--- src/rtl/dma_io_responder.sv ---
// I/O-device end of the DREQ/DACK/IOR/IOW/EOP DMA handshake, with a local FIFO that
// sources read cycles (DIR=0) or sinks write cycles (DIR=1).
module dma_io_responder #(
    parameter int DATA_W = 8,
    parameter int DEPTH  = 8,
    parameter int THRESH = 1
) (
    input  logic                    CLK,
    input  logic                    RESET_N,
    input  logic                    ENABLE,
    input  logic                    DIR,
    input  logic                    FLUSH,
    output logic                    DREQ,
    input  logic                    DACK_N,
    input  logic                    IOR_N,
    input  logic                    IOW_N,
    input  logic                    EOP_N,
    input  logic [DATA_W-1:0]       DB_IN,
    output logic [DATA_W-1:0]       DB_OUT,
    output logic                    DB_OE,
    input  logic                    LWR_VALID,
    output logic                    LWR_READY,
    input  logic [DATA_W-1:0]       LWR_DATA,
    output logic                    LRD_VALID,
    input  logic                    LRD_READY,
    output logic [DATA_W-1:0]       LRD_DATA,
    output logic [$clog2(DEPTH):0]  LEVEL,
    output logic                    DONE,
    output logic                    UNDERRUN,
    output logic                    OVERRUN
);
    localparam int AW = $clog2(DEPTH);
    localparam int LW = AW + 1;
    localparam logic [LW-1:0] DEPTH_L  = LW'(DEPTH);
    localparam logic [LW-1:0] THRESH_L = LW'(THRESH);

    typedef enum logic [2:0] {
        S_IDLE = 3'd0,
        S_REQ  = 3'd1,
        S_ACK  = 3'd2,
        S_XFER = 3'd3,
        S_DONE = 3'd4
    } state_t;

    state_t            state_r, state_nxt_s;
    logic              ior_q_r, iow_q_r, eop_flag_r, dreq_r, done_r, underrun_r, overrun_r;
    logic [DATA_W-1:0] cap_r;
    logic [DATA_W-1:0] mem_r [DEPTH];
    logic [AW-1:0]     wr_ptr_r, rd_ptr_r;
    logic [LW-1:0]     level_r, level_nxt_s;
    logic              full_s, empty_s, req_ok_s, in_bus_s;
    logic              strobe_pin_s, strobe_hist_s, strobe_fall_s, strobe_rise_s;
    logic              commit_s, eop_set_s, eop_now_s;
    logic              lwr_push_s, lrd_pop_s, bus_pop_s, bus_push_s, push_s, pop_s;
    logic              underrun_set_s, overrun_set_s;
    logic [DATA_W-1:0] head_s, push_data_s;

    assign full_s  = (level_r == DEPTH_L);
    assign empty_s = (level_r == LW'(0));
    assign head_s  = empty_s ? DATA_W'(0) : mem_r[rd_ptr_r];

    // The strobe that matters follows DIR; edges come from a one-deep history.
    assign strobe_pin_s  = DIR ? IOW_N : IOR_N;
    assign strobe_hist_s = DIR ? iow_q_r : ior_q_r;
    assign strobe_fall_s = strobe_hist_s & ~strobe_pin_s;
    assign strobe_rise_s = ~strobe_hist_s & strobe_pin_s;

    assign in_bus_s  = (state_r == S_ACK) || (state_r == S_XFER);
    assign commit_s  = (state_r == S_XFER) & strobe_rise_s & ~DACK_N;
    assign eop_set_s = in_bus_s & ~DACK_N & ~EOP_N;
    assign eop_now_s = eop_flag_r | eop_set_s;

    // A full FIFO still accepts a bus word when the local side pops in the same cycle.
    assign lwr_push_s     = LWR_VALID & ~full_s & ~DIR;
    assign lrd_pop_s      = LRD_READY & ~empty_s & DIR;
    assign bus_pop_s      = commit_s & ~DIR & ~empty_s;
    assign bus_push_s     = commit_s & DIR & (~full_s | lrd_pop_s);
    assign push_s         = lwr_push_s | bus_push_s;
    assign pop_s          = bus_pop_s | lrd_pop_s;
    assign push_data_s    = DIR ? cap_r : LWR_DATA;
    assign underrun_set_s = commit_s & ~DIR & empty_s;
    assign overrun_set_s  = commit_s & DIR & full_s & ~lrd_pop_s;

    assign DREQ      = dreq_r;
    assign DONE      = done_r;
    assign UNDERRUN  = underrun_r;
    assign OVERRUN   = overrun_r;
    assign LEVEL     = level_r;
    assign DB_OUT    = head_s;
    assign DB_OE     = ~DIR & ~DACK_N & ~IOR_N & in_bus_s;
    assign LWR_READY = ~full_s & ~DIR;
    assign LRD_VALID = ~empty_s & DIR;
    assign LRD_DATA  = head_s;

    // Occupancy after this cycle's pushes, pops and flush
    always_comb begin
        level_nxt_s = level_r;
        if (FLUSH) begin
            level_nxt_s = LW'(0);
        end else begin
            level_nxt_s = level_r + LW'(push_s) - LW'(pop_s);
        end
    end

    // Request qualification against the post-operation occupancy
    always_comb begin
        req_ok_s = 1'b0;
        if (ENABLE && !done_r) begin
            if (DIR) begin
                req_ok_s = (DEPTH_L - level_nxt_s) >= THRESH_L;
            end else begin
                req_ok_s = level_nxt_s >= THRESH_L;
            end
        end else begin
            req_ok_s = 1'b0;
        end
    end

    // Handshake next-state logic
    always_comb begin
        state_nxt_s = state_r;
        case (state_r)
            S_IDLE: begin
                if (req_ok_s) state_nxt_s = S_REQ;
                else          state_nxt_s = S_IDLE;
            end
            S_REQ: begin
                if (!ENABLE)        state_nxt_s = S_IDLE;
                else if (!EOP_N)    state_nxt_s = S_DONE;
                else if (!req_ok_s) state_nxt_s = S_IDLE;
                else if (!DACK_N)   state_nxt_s = S_ACK;
                else                state_nxt_s = S_REQ;
            end
            S_ACK: begin
                if (!ENABLE)                     state_nxt_s = S_IDLE;
                else if (DACK_N)                 state_nxt_s = S_REQ;
                else if (strobe_fall_s)          state_nxt_s = S_XFER;
                else if (!EOP_N && strobe_pin_s) state_nxt_s = S_DONE;
                else                             state_nxt_s = S_ACK;
            end
            S_XFER: begin
                // A commit always happens with DACK_N low, so a continuing burst re-enters ACK.
                if (commit_s) begin
                    if (eop_now_s)     state_nxt_s = S_DONE;
                    else if (req_ok_s) state_nxt_s = S_ACK;
                    else               state_nxt_s = S_IDLE;
                end else if (DACK_N) begin
                    state_nxt_s = S_REQ;
                end else begin
                    state_nxt_s = S_XFER;
                end
            end
            S_DONE: begin
                if (!ENABLE) state_nxt_s = S_IDLE;
                else         state_nxt_s = S_DONE;
            end
            default: state_nxt_s = S_IDLE;
        endcase
    end

    // Strobe history, write-data capture, FSM state and its registered outputs
    always_ff @(posedge CLK or negedge RESET_N) begin
        if (!RESET_N) begin
            ior_q_r    <= 1'b1;
            iow_q_r    <= 1'b1;
            cap_r      <= DATA_W'(0);
            state_r    <= S_IDLE;
            dreq_r     <= 1'b0;
            done_r     <= 1'b0;
            eop_flag_r <= 1'b0;
        end else begin
            ior_q_r <= IOR_N;
            iow_q_r <= IOW_N;
            if (DIR && (state_r == S_XFER) && !IOW_N) cap_r <= DB_IN;
            state_r <= state_nxt_s;
            dreq_r  <= (state_nxt_s == S_REQ) || (state_nxt_s == S_ACK) || (state_nxt_s == S_XFER);
            done_r  <= (state_nxt_s == S_DONE);
            if (((state_nxt_s == S_ACK) || (state_nxt_s == S_XFER)) && !commit_s) begin
                eop_flag_r <= eop_now_s;
            end else begin
                eop_flag_r <= 1'b0;
            end
        end
    end

    // FIFO pointers, occupancy and sticky error flags
    always_ff @(posedge CLK or negedge RESET_N) begin
        if (!RESET_N) begin
            wr_ptr_r   <= AW'(0);
            rd_ptr_r   <= AW'(0);
            level_r    <= LW'(0);
            underrun_r <= 1'b0;
            overrun_r  <= 1'b0;
        end else if (FLUSH) begin
            wr_ptr_r   <= AW'(0);
            rd_ptr_r   <= AW'(0);
            level_r    <= LW'(0);
            underrun_r <= 1'b0;
            overrun_r  <= 1'b0;
        end else begin
            if (push_s) wr_ptr_r <= wr_ptr_r + AW'(1);
            if (pop_s)  rd_ptr_r <= rd_ptr_r + AW'(1);
            level_r <= level_nxt_s;
            if (underrun_set_s) underrun_r <= 1'b1;
            if (overrun_set_s)  overrun_r  <= 1'b1;
        end
    end

    // FIFO storage
    always_ff @(posedge CLK) begin
        if (push_s && !FLUSH) mem_r[wr_ptr_r] <= push_data_s;
    end
endmodule

--- config.mk ---
export PLATFORM = sky130hd
export DESIGN_NAME = dma_io_responder
export DESIGN_NICKNAME = d
export VERILOG_FILES = /design/src/rtl/dma_io_responder.sv
export SDC_FILE = /design/constraint.sdc
export NUM_CORES = 1
export LEC_CHECK = 0
export BUFFER_PORTS_ARGS = -buffer_cell sky130_fd_sc_hd__buf_2
export CORE_UTILIZATION = 59
export CTS_CLUSTER_DIAMETER = 80
export CTS_CLUSTER_SIZE = 40
export DETAILED_ROUTE_END_ITERATION = 12
export HOLD_SLACK_MARGIN = 0.08
export PLACE_DENSITY = 0.81
export SLEW_MARGIN = 0
export SYNTH_ARGS = -nofsm -noshare
export SYNTH_HDL_FRONTEND = slang
export SYNTH_SLANG_ARGS = --single-unit
--- constraint.sdc ---
create_clock -name CLK -period 4.66 [get_ports CLK]
set_input_delay 0.932 -clock CLK [delete_from_list [all_inputs] [get_ports CLK]]
set_output_delay 0.932 -clock CLK [all_outputs]
set_load 0.01 [all_outputs]
==> results of run 1 <==
==> placed cells by master, fill, tap and decap left out, drive strengths merged, types with 4 or more instances in the layout <==
| cell | Yosys | layout |
|---|---|---|
| a21oi | 12 | 12 |
| buf | 17 | 59 |
| clkbuf | 5 | 9 |
| dfrtp | 26 | 26 |
| edfxtp | 64 | 64 |
| ha | 8 | 8 |
| inv | 11 | 15 |
| mux2 | 16 | 16 |
| mux2i | 11 | 11 |
| mux4 | 16 | 16 |
| nand2 | 5 | 5 |
| nor2 | 32 | 32 |
| nor2b | 4 | 4 |
| nor4b | 4 | 4 |
==> per-stage QoR <==
| step | util [%] | cells | worst slack, ps |
|---|---|---|---|
| 2_1_floorplan | - | 281 | 1220 |
| 3_3_place_gp | 66.2 | 414 | 930 |
| 3_5_place_dp | 66.2 | 414 | 726 |
| 4_1_cts | 69.0 | 430 | 1130 |
| 5_1_grt | 69.0 | 430 | 940 |
| 6_report | 69.0 | 430 | 1100 |
==> cell type report <==
| cell class | instances | area (um2) | share of cell area (%) |
|---|---|---|---|
| clock buffer | 9 | 124 | 2.61 |
| multi-input combinational | 156 | 1450 | 30.6 |
| sequential | 92 | 2630 | 55.4 |
| inverter | 11 | 41.3 | 0.871 |
| clock inverter | 7 | 67.6 | 1.43 |
| timing repair buffer | 59 | 310 | 6.55 |
| tap | 96 | 120 | 2.53 |
==> registers in the layout, indices dropped and copies added (netlist names) <==
signal,cells
mem_r,64
cap_r,8
LEVEL,4
rd_ptr_r,3
state_r,3
wr_ptr_r,3
DONE,1
DREQ,1
OVERRUN,1
UNDERRUN,1
eop_flag_r,1
ior_q_r,1
iow_q_r,1
==> tightest hold or removal path: cells and delay by family (launching register included) <==
kind | cells | cell delay [ps]
flops | 1 | 350
simple gates | 2 | 120
==> power by group through the flow <==
stage               clock network [W]  registers, W  logic (W)
floorplan                           0       0.00100   0.000475
global placement                    0       0.00102   0.000580
detailed placement                  0       0.00102   0.000601
CTS                          0.000516       0.00101   0.000603
global route                 0.000550       0.00101   0.000657
finish                       0.000509       0.00101   0.000598
==> routing by layer <==
metal	routed length (um)	track usage (%)
met1	3340	30.3
met2	4050	37.7
met3	373	4.74
met4	104	7.58
met5	0	0
==> kinds of logic after synthesis <==
| kind of cell | count (synthesis) | share of synthesized area [%] |
|---|---|---|
| simple gates | 67 | 9.26 |
| compound gates | 30 | 5.23 |
| fa+ha+maj | 10 | 3.06 |
| xor+xnor | 6 | 1.23 |
| mux | 43 | 15.3 |
| buf+inv | 33 | 4.26 |
| flops | 92 | 61.7 |
==> final timing paths <==
path                                          start              endpoint  slack, ps  cells after the start
max in group asynchronous                   RESET_N  state_r[0]$_DFF_PN0_       3680                      1
worst min register to register  OVERRUN$_DFFE_PN0P_   OVERRUN$_DFFE_PN0P_        500                      2
min in group asynchronous                   RESET_N    LEVEL[1]$_DFF_PN0_        570                      1
worst max register to register   LEVEL[2]$_DFF_PN0_        DREQ$_DFF_PN0_       1240                     13
worst min-delay path            OVERRUN$_DFFE_PN0P_   OVERRUN$_DFFE_PN0P_        500                      2
worst max-delay path                         DACK_N        DREQ$_DFF_PN0_       1100                     13
==> metrics.yaml, run 1 <==
wl_mm: 7.86
dpl_cell_area_um2: 4550
synth-async-reset-ratio_pct: 30.4
synth_edf_count: 64
yosysMostFrequentCell: "edfxtp_1"
synth_common_cells: "edfxtp_1 (64), nor2_1 (30), dfrtp_1 (26), mux2_2 (16), mux4_2 (16)"
routedWlPerCell_um: 18.3
critical_path_class: "input port to flip-flop"
fin_worst_skew_ps: 11.6
switching_share_pct: 32.8
numCtsBuffers: 9
fmax_ghz: 0.281
finalInstanceArea_um2: 4740
cts-root-buf: "clkbuf_8"
layout-drive-gt1-share_pct: 36.2
worst_ep_arrival_time_ps: 3790
clkTransAtPathRegs_ps: 90
clk_latency_ps: 370
routed_via_density: 5.66
worstMarginPinSlew_ps: 880
final.min_clock_period_ps: 3560
synth_nets: 317
cts_buffer_depth: 2
timing.hold.ws_ps: 498
cts_resized: 0
startpoint_type: "input port"
pin_count: 54
gp_congestion: 0.853
drt_first_iter_violations: 139
slew_viol_final: 0
drc: 0
power_w: 0.00211
power_frac_seq_pct: 47.6
core_area_um2: 6870
endpoint_kind: "flip-flop"
io_buffers: 53
hold_buffers: 0
hold_viol: 0
postSynthAreaPerCell_um2: 15.1
die_w_um: 86.9
power.internal_w: 0.00142
first_global_vias: 2387
die_y_um: 86.9
path_delay_family: "adder cells"
finalCritPeriodShare_pct: 76.4
vias: 2435
area_growth_pct: 11.3
yosysTopAreaCell: "edfxtp_1"
htree_levels: 3
synthTopCellsByArea: "edfxtp_1 (45%), dfrtp_1 (15%), mux4_2 (8.5%)"
critPathRequiredTime_ps: 4880
switching_power_w: 0.000693
first_pass_iters: 4
initial_core_util_pct: 62.0
synth.yosys.seq_area_share_pct: 61.7
synthFlopType: "edfxtp_1"
critPathMaxStageDelay_ps: 440
n_antenna_cell: 0
cts.sinks: 92
fin_setup_tns_ps: 0
yosysUniqueCellTypes: 52
grt_max_degree: 29
synth_top_area_share_pct: 45.1
cts_tree: "built"
yosysWarnings: 0
netlist_instances: 281
critPathMostFrequentCell: "ha_1"
relSlewSlack_pct: 41.1
grt_remaining_overflow: 0
detail-route-antenna-nets: 0
grt.total_usage_pct: 22.7
die_area_um2: 7560
cts_setup_buffers: 0
antenna_found_initial: 0
p_clk_share_pct: 24.1
syn_area_um2: 4260
dp_hpwl_mm: 5.63
vdd_drop_max_uv: 315
hp-class: "flip-flop to flip-flop"
path_buf_inv: 2
floorplan.rows: 30
max_cap_violations: 0
power_density_nw_per_um2: 446
fillCellCount: 476
crit_chain: "buf_2 > nand4bb_1 > nor2_4 > a22oi_4 > ha_1 > inv_1 > ha_1 > fa_1 > xnor2_1 > a21oi_1 > and2_1 > a211oi_1 > o211ai_1"
comb_power_share_pct: 28.3
crit_path_top_delay_cell: "nand4bb_1"
grt_pass1_wl_mm: 12.2
p_leak_nw: 1.86
crit_fanout: 8
ys_seq_elements: 92
setup_viol: 0
nets: 365
status: "finished, final reports clean"
rsz0062_at_grt: "false"
Power figures use the tool's default switching activity.
==> run 2: changes to the inputs <==
- CORE_UTILIZATION: 59 -> 58
- PLACE_DENSITY: 0.81 -> 0.8
- clock period: 4.66 -> 3.6 ns (I/O delays scaled with it)
==> run 2 against run 1 <==
Clock power is 23% higher. Sequential cell count stayed put. Hold slack worse by 100 ps. Routed wire length is 0.43% higher. Via count is 1.1% higher. Sequential power is 29% higher. First-iteration DRC count is 0.72% higher. Core utilization is 0.13 points lower. Final area is 0.90% higher. Largest cell class unchanged. Largest power group unchanged. Highest routed layer unchanged.
==> metrics.yaml, run 2 (same netlist as run 1, synthesis figures left out) <==
status: "finished, final reports clean"
pin_count: 54  # unchanged
floorplan.rows: 30  # unchanged
grt_pass1_wl_mm: 12.4  # +1.4%
cts_resized: 0  # unchanged
dpl_cell_area_um2: 4600  # +1.2%
cts-root-buf: "clkbuf_8"
detail-route-antenna-nets: 0  # unchanged
worstMarginPinSlew_ps: 770  # -110 ps
register_area_um2: 2630  # unchanged
cts_buffer_depth: 2  # unchanged
fmax_ghz: 0.315
grt_max_degree: 29  # unchanged
die_y_um: 87.7  # +0.83%
startpoint_type: "input port"
finalCritPeriodShare_pct: 88.2
routedWlPerCell_um: 18.1  # -1.2%
hold_buffers: 0  # unchanged
cts.sinks: 92  # unchanged
largest_reg_flops: 64  # unchanged
clk_latency_ps: 340  # -30 ps
routed_via_density: 5.64  # -0.47%
largest-register: "mem_r"
layout_commonest_cell: "edfxtp_1"
power_density_nw_per_um2: 570  # +28%
gp_congestion: 0.826  # -3.2%
numCtsBuffers: 9  # unchanged
n_antenna_cell: 0  # unchanged
hp-class: "input port to asynchronous set/reset pin"
vdd_drop_max_uv: 325  # +3.1%
mostFrequentLayoutCells: "edfxtp_1 (64), buf_2 (53), nor2_1 (30), dfrtp_1 (26)"
drt_first_iter_violations: 140  # +0.72%
switching_share_pct: 32.2  # -0.55 points
first_global_vias: 2468  # +3.4%
p_leak_nw: 1.88  # +1.3%
multi_input_area_um2: 1450  # unchanged
area_growth_pct: 12.3
finalInstanceArea_um2: 4780  # +0.90%
reg2reg_slack_ps: 450  # -790 ps
relSlewSlack_pct: 48.7  # +7.5 points
core_area_um2: 6940  # +1.1%
fillCellCount: 497  # +4.4%
critPathRequiredTime_ps: 3800  # -1080 ps
cts_tree: "built"
vias: 2463  # +1.1%
wl_mm: 7.90  # +0.43%
power.internal_w: 0.00185  # +30%
nets: 372  # +1.9%
power_w: 0.00273  # +29%
rsz0062_at_grt: "false"
htree_levels: 3  # unchanged
layout-drive-gt1-share_pct: 37.5  # +1.3 points
fin_setup_tns_ps: 0  # unchanged
p_clk_share_pct: 23.0  # -1.1 points
first_pass_iters: 4  # unchanged
final.min_clock_period_ps: 3180
drc: 0  # unchanged
hold_viol: 0  # unchanged
endpoint_kind: "flip-flop"
setup_viol: 0  # unchanged
antenna_found_initial: 0  # unchanged
die_w_um: 87.7  # +0.83%
grt_remaining_overflow: 0  # unchanged
io_buffers: 53  # unchanged
die_area_um2: 7690  # +1.7%
crit_fanout: 6  # -2
clkTransAtPathRegs_ps: 90  # about the same
dp_hpwl_mm: 5.58  # -0.92%
critical_path_class: "input port to flip-flop"
initial_core_util_pct: 61.3  # -0.67 points
switching_power_w: 0.000879  # +27%
grt.total_usage_pct: 22.6  # -0.16 points
comb_power_share_pct: 29.3  # +1.0 points
cts_setup_buffers: 0  # unchanged
fin_worst_skew_ps: 9.70  # -1.89 ps
worst_ep_arrival_time_ps: 3380  # -410 ps
max_cap_violations: 0  # unchanged
slew_viol_final: 0  # unchanged
power_frac_seq_pct: 47.6  # about the same
run 2: layout make-up:
class	count	area share, %
sequential	92	54.9
multi-input combinational	156	30.3
timing repair buffer	66	7.59
clock buffer	9	2.59
tap	96	2.51
clock inverter	7	1.20
inverter	11	0.864
run 2: path summary, 6_finish.rpt:
path | start | endpoint | cells after the start
max | DACK_N | eop_flag_r$_DFF_PN0_ | 13
min | RESET_N | rd_ptr_r[0]$_DFFE_PN0P_ | 1
max reg2reg | state_r[0]$_DFF_PN0_ | eop_flag_r$_DFF_PN0_ | 12
min reg2reg | UNDERRUN$_DFFE_PN0P_ | UNDERRUN$_DFFE_PN0P_ | 2
max in group asynchronous | RESET_N | cap_r[4]$_DFFE_PN0P_ | 1
min in group CLK | UNDERRUN$_DFFE_PN0P_ | UNDERRUN$_DFFE_PN0P_ | 2
run 2: stage by stage:
| step | setup slack [ps] | hold slack [ps] | utilization [%] | std cells |
|---|---|---|---|---|
| final | 424 | 394 | 68.8 | 437 |
| after global routing | 194 | 431 | 68.8 | 437 |
| after CTS | 448 | 406 | 68.8 | 437 |
| after detailed placement | 69.3 | 483 | 66.2 | 421 |
| after global placement | 207 | 477 | 66.2 | 421 |
| after floorplan | 370 | 424 | - | 281 |
run 2: power groups by stage:
stage	combinational [W]	sequential, W	clock (W)
6_report	0.000799	0.00130	0.000628
2_1_floorplan	0.000615	0.00130	0
3_3_place_gp	0.000776	0.00132	0
3_5_place_dp	0.000800	0.00132	0
4_1_cts	0.000802	0.00130	0.000640
5_1_grt	0.000882	0.00131	0.000687
run 2: worst max-delay path: stages:
cell,delay (ps)
buf_2,130
nand4bb_1,320
nor2_4,200
a22oi_4,110
ha_1,310
inv_1,50
ha_1,200
fa_1,390
xnor2_1,230
a21oi_1,140
a21oi_1,330
o21a_1,190
a221oi_2,60
run 2: per-layer routing:
layer / part of all wire (%) / up-vias / track usage (%) / routed length, um
met5: 0 / - / 0 / 0
met4: 1.6 / 0 / 9.69 / 130
met3: 3.9 / 11 / 3.58 / 310
met2: 52 / 69 / 38.3 / 4070
met1: 43 / 1223 / 29.2 / 3390
li1: - / 1160 / - / -
==> run 3: changes to the inputs <==
- CORE_UTILIZATION: 58 -> 55
- GPL_TIMING_DRIVEN: not set -> 1
- PLACE_DENSITY: 0.8 -> 0.72
==> run 3 against run 2 <==
Non-clock buffer count fell by 1. First-iteration DRC count increased by 6.4%. Critical path type unchanged. Via count up 0.24%. Fmax up 0.72%. Routed wire length down 2.3%. Combinational power is essentially flat. Setup slack better by 23 ps. Cell count rose by 0.46%. Global-route usage is 1.6 points lower. Sequential power about the same. Register-to-register slack gained 20 ps. Die area is 5.3% higher.
==> metrics.yaml, run 3 (same netlist as run 1, synthesis figures left out) <==
status: "finished, final reports clean"
cts_setup_buffers: 0  # unchanged
critical_path_class: "input port to flip-flop"
final.min_clock_period_ps: 3150  # -22.7 ps
crit_path_top_delay_cell: "fa_1"
htree_levels: 3  # unchanged
clkTransAtPathRegs_ps: 100  # about the same
cts.sinks: 92  # unchanged
relSlewSlack_pct: 45.2  # -3.5 points
startpoint_type: "input port"
critPathMaxStageDelay_ps: 380  # about the same
endpoint_kind: "flip-flop"
setup_viol: 0  # unchanged
largest-register: "mem_r"
largest_reg_flops: 64  # unchanged
cts_tree: "built"
max_cap_violations: 0  # unchanged
first_global_vias: 2431  # -1.5%
numCtsBuffers: 9  # unchanged
critPathRequiredTime_ps: 3830  # +30 ps
timing.hold.ws_ps: 369  # -24.7 ps
cts-root-buf: "clkbuf_8"
gp_congestion: 0.892  # +8.0%
io_buffers: 53  # unchanged
vias: 2469  # +0.24%
rsz0062_at_grt: "false"
antenna_found_initial: 0  # unchanged
fin_setup_tns_ps: 0  # unchanged
grt.total_usage_pct: 20.9  # -1.6 points
die_area_um2: 8090  # +5.3%
dp_hpwl_mm: 5.43  # -2.7%
cts_resized: 0  # unchanged
pin_count: 54  # unchanged
die_w_um: 90.0  # +2.6%
path_delay_family: "adder cells"
power_density_nw_per_um2: 581  # +1.8%
wl_mm: 7.71  # -2.3%
p_leak_nw: 1.89  # +0.32%
die_y_um: 90.0  # +2.6%
core_area_um2: 7370  # +6.1%
crit_chain: "buf_2 > nand4bb_1 > nor2_4 > a22oi_4 > ha_1 > inv_1 > ha_1 > fa_1 > xnor2_1 > a21oi_1 > and2_1 > a211oi_1 > o211ai_1"
path_buf_inv: 2  # unchanged
routedWlPerCell_um: 17.6  # -2.8%
fmax_ghz: 0.317  # +0.72%
reg2reg_slack_ps: 470  # +20 ps
grt_max_degree: 29  # unchanged
nets: 371  # -0.27%
area_growth_pct: 12.8
n_antenna_cell: 0  # unchanged
clk_latency_ps: 360  # +20 ps
fin_worst_skew_ps: 12.0  # +2.29 ps
worst_ep_arrival_time_ps: 3380  # about the same
hp-class: "input port to asynchronous set/reset pin"
finalCritPeriodShare_pct: 87.6  # -0.63 points
initial_core_util_pct: 57.8  # -3.5 points
drt_first_iter_violations: 149  # +6.4%
critPathMostFrequentCell: "ha_1"
worstMarginPinSlew_ps: 822  # +52.1 ps
detail-route-antenna-nets: 0  # unchanged
cts_buffer_depth: 2  # unchanged
vdd_drop_max_uv: 344  # +5.8%
grt_pass1_wl_mm: 12.6  # +2.0%
first_pass_iters: 5  # +1
layout-drive-gt1-share_pct: 37.1  # -0.48 points
hold_buffers: 0  # unchanged
grt_remaining_overflow: 0  # unchanged
mostFrequentLayoutCells: "edfxtp_1 (64), buf_2 (53), nor2_1 (30), dfrtp_1 (26)"
hold_viol: 0  # unchanged
routed_via_density: 5.62  # -0.21%
layout_commonest_cell: "edfxtp_1"
slew_viol_final: 0  # unchanged
crit_fanout: 6  # unchanged
drc: 0  # unchanged
floorplan.rows: 31  # +3.3%
## run 3: changes by cell type in the layout (fill, tap and decap cells not counted)
cell,change
clkinv_8,+1
bufinv_16,+1
inv_6,-1
inv_8,-1
clkinvlp_4,-1
buf_4,-1
clkbuf_1,+1
## run 3: final cells by class
| class | count | area, um2 |
|---|---|---|
| multi-input cells | 156 | 1450 |
| inverters | 11 | 41.3 |
| fillers | 546 | 2570 |
| clock buffers | 10 | 128 |
| flip-flops and latches | 92 | 2630 |
| repair buffers | 65 | 355 |
| well taps | 99 | 124 |
| clock inverters | 6 | 76.3 |
## run 3: power by group
group,switching (W),internal (W)
clock network,0.000367,0.000329
logic,0.000445,0.000354
registers,0.0000588,0.00123
total,0.000870,0.00192
## run 3: layer usage
| layer | vias to the layer above | global-route usage (%) | part of all wire, % |
|---|---|---|---|
| li1 | 1151 | - | - |
| met1 | 1231 | 28.1 | 44 |
| met2 | 73 | 33.6 | 49 |
| met3 | 14 | 3.47 | 5.0 |
| met4 | 0 | 10.2 | 2.2 |
| met5 | - | 0 | 0 |
## run 3: through the flow
stage	worst slack (ps)	utilization [%]	instance area [um2]	std cells	power [W]
2_1_floorplan	370	-	4260	281	0.00191
3_3_place_gp	227	62.4	4600	423	0.00210
3_5_place_dp	70.0	62.4	4600	423	0.00212
4_1_cts	450	65.1	4800	439	0.00281
5_1_grt	244	65.1	4800	439	0.00294
6_report	446	65.1	4800	439	0.00279
## run 3: worst paths after layout
kind | cells after the start | endpoint | startpoint
max in group asynchronous | 1 | cap_r[6]$_DFFE_PN0P_ | RESET_N
max | 13 | DREQ$_DFF_PN0_ | DACK_N
max reg2reg | 12 | DREQ$_DFF_PN0_ | state_r[0]$_DFF_PN0_
min | 1 | LEVEL[2]$_DFF_PN0_ | RESET_N
min reg2reg | 1 | cap_r[5]$_DFFE_PN0P_ | cap_r[5]$_DFFE_PN0P_
min in group CLK | 1 | iow_q_r$_DFF_PN1_ | IOW_N
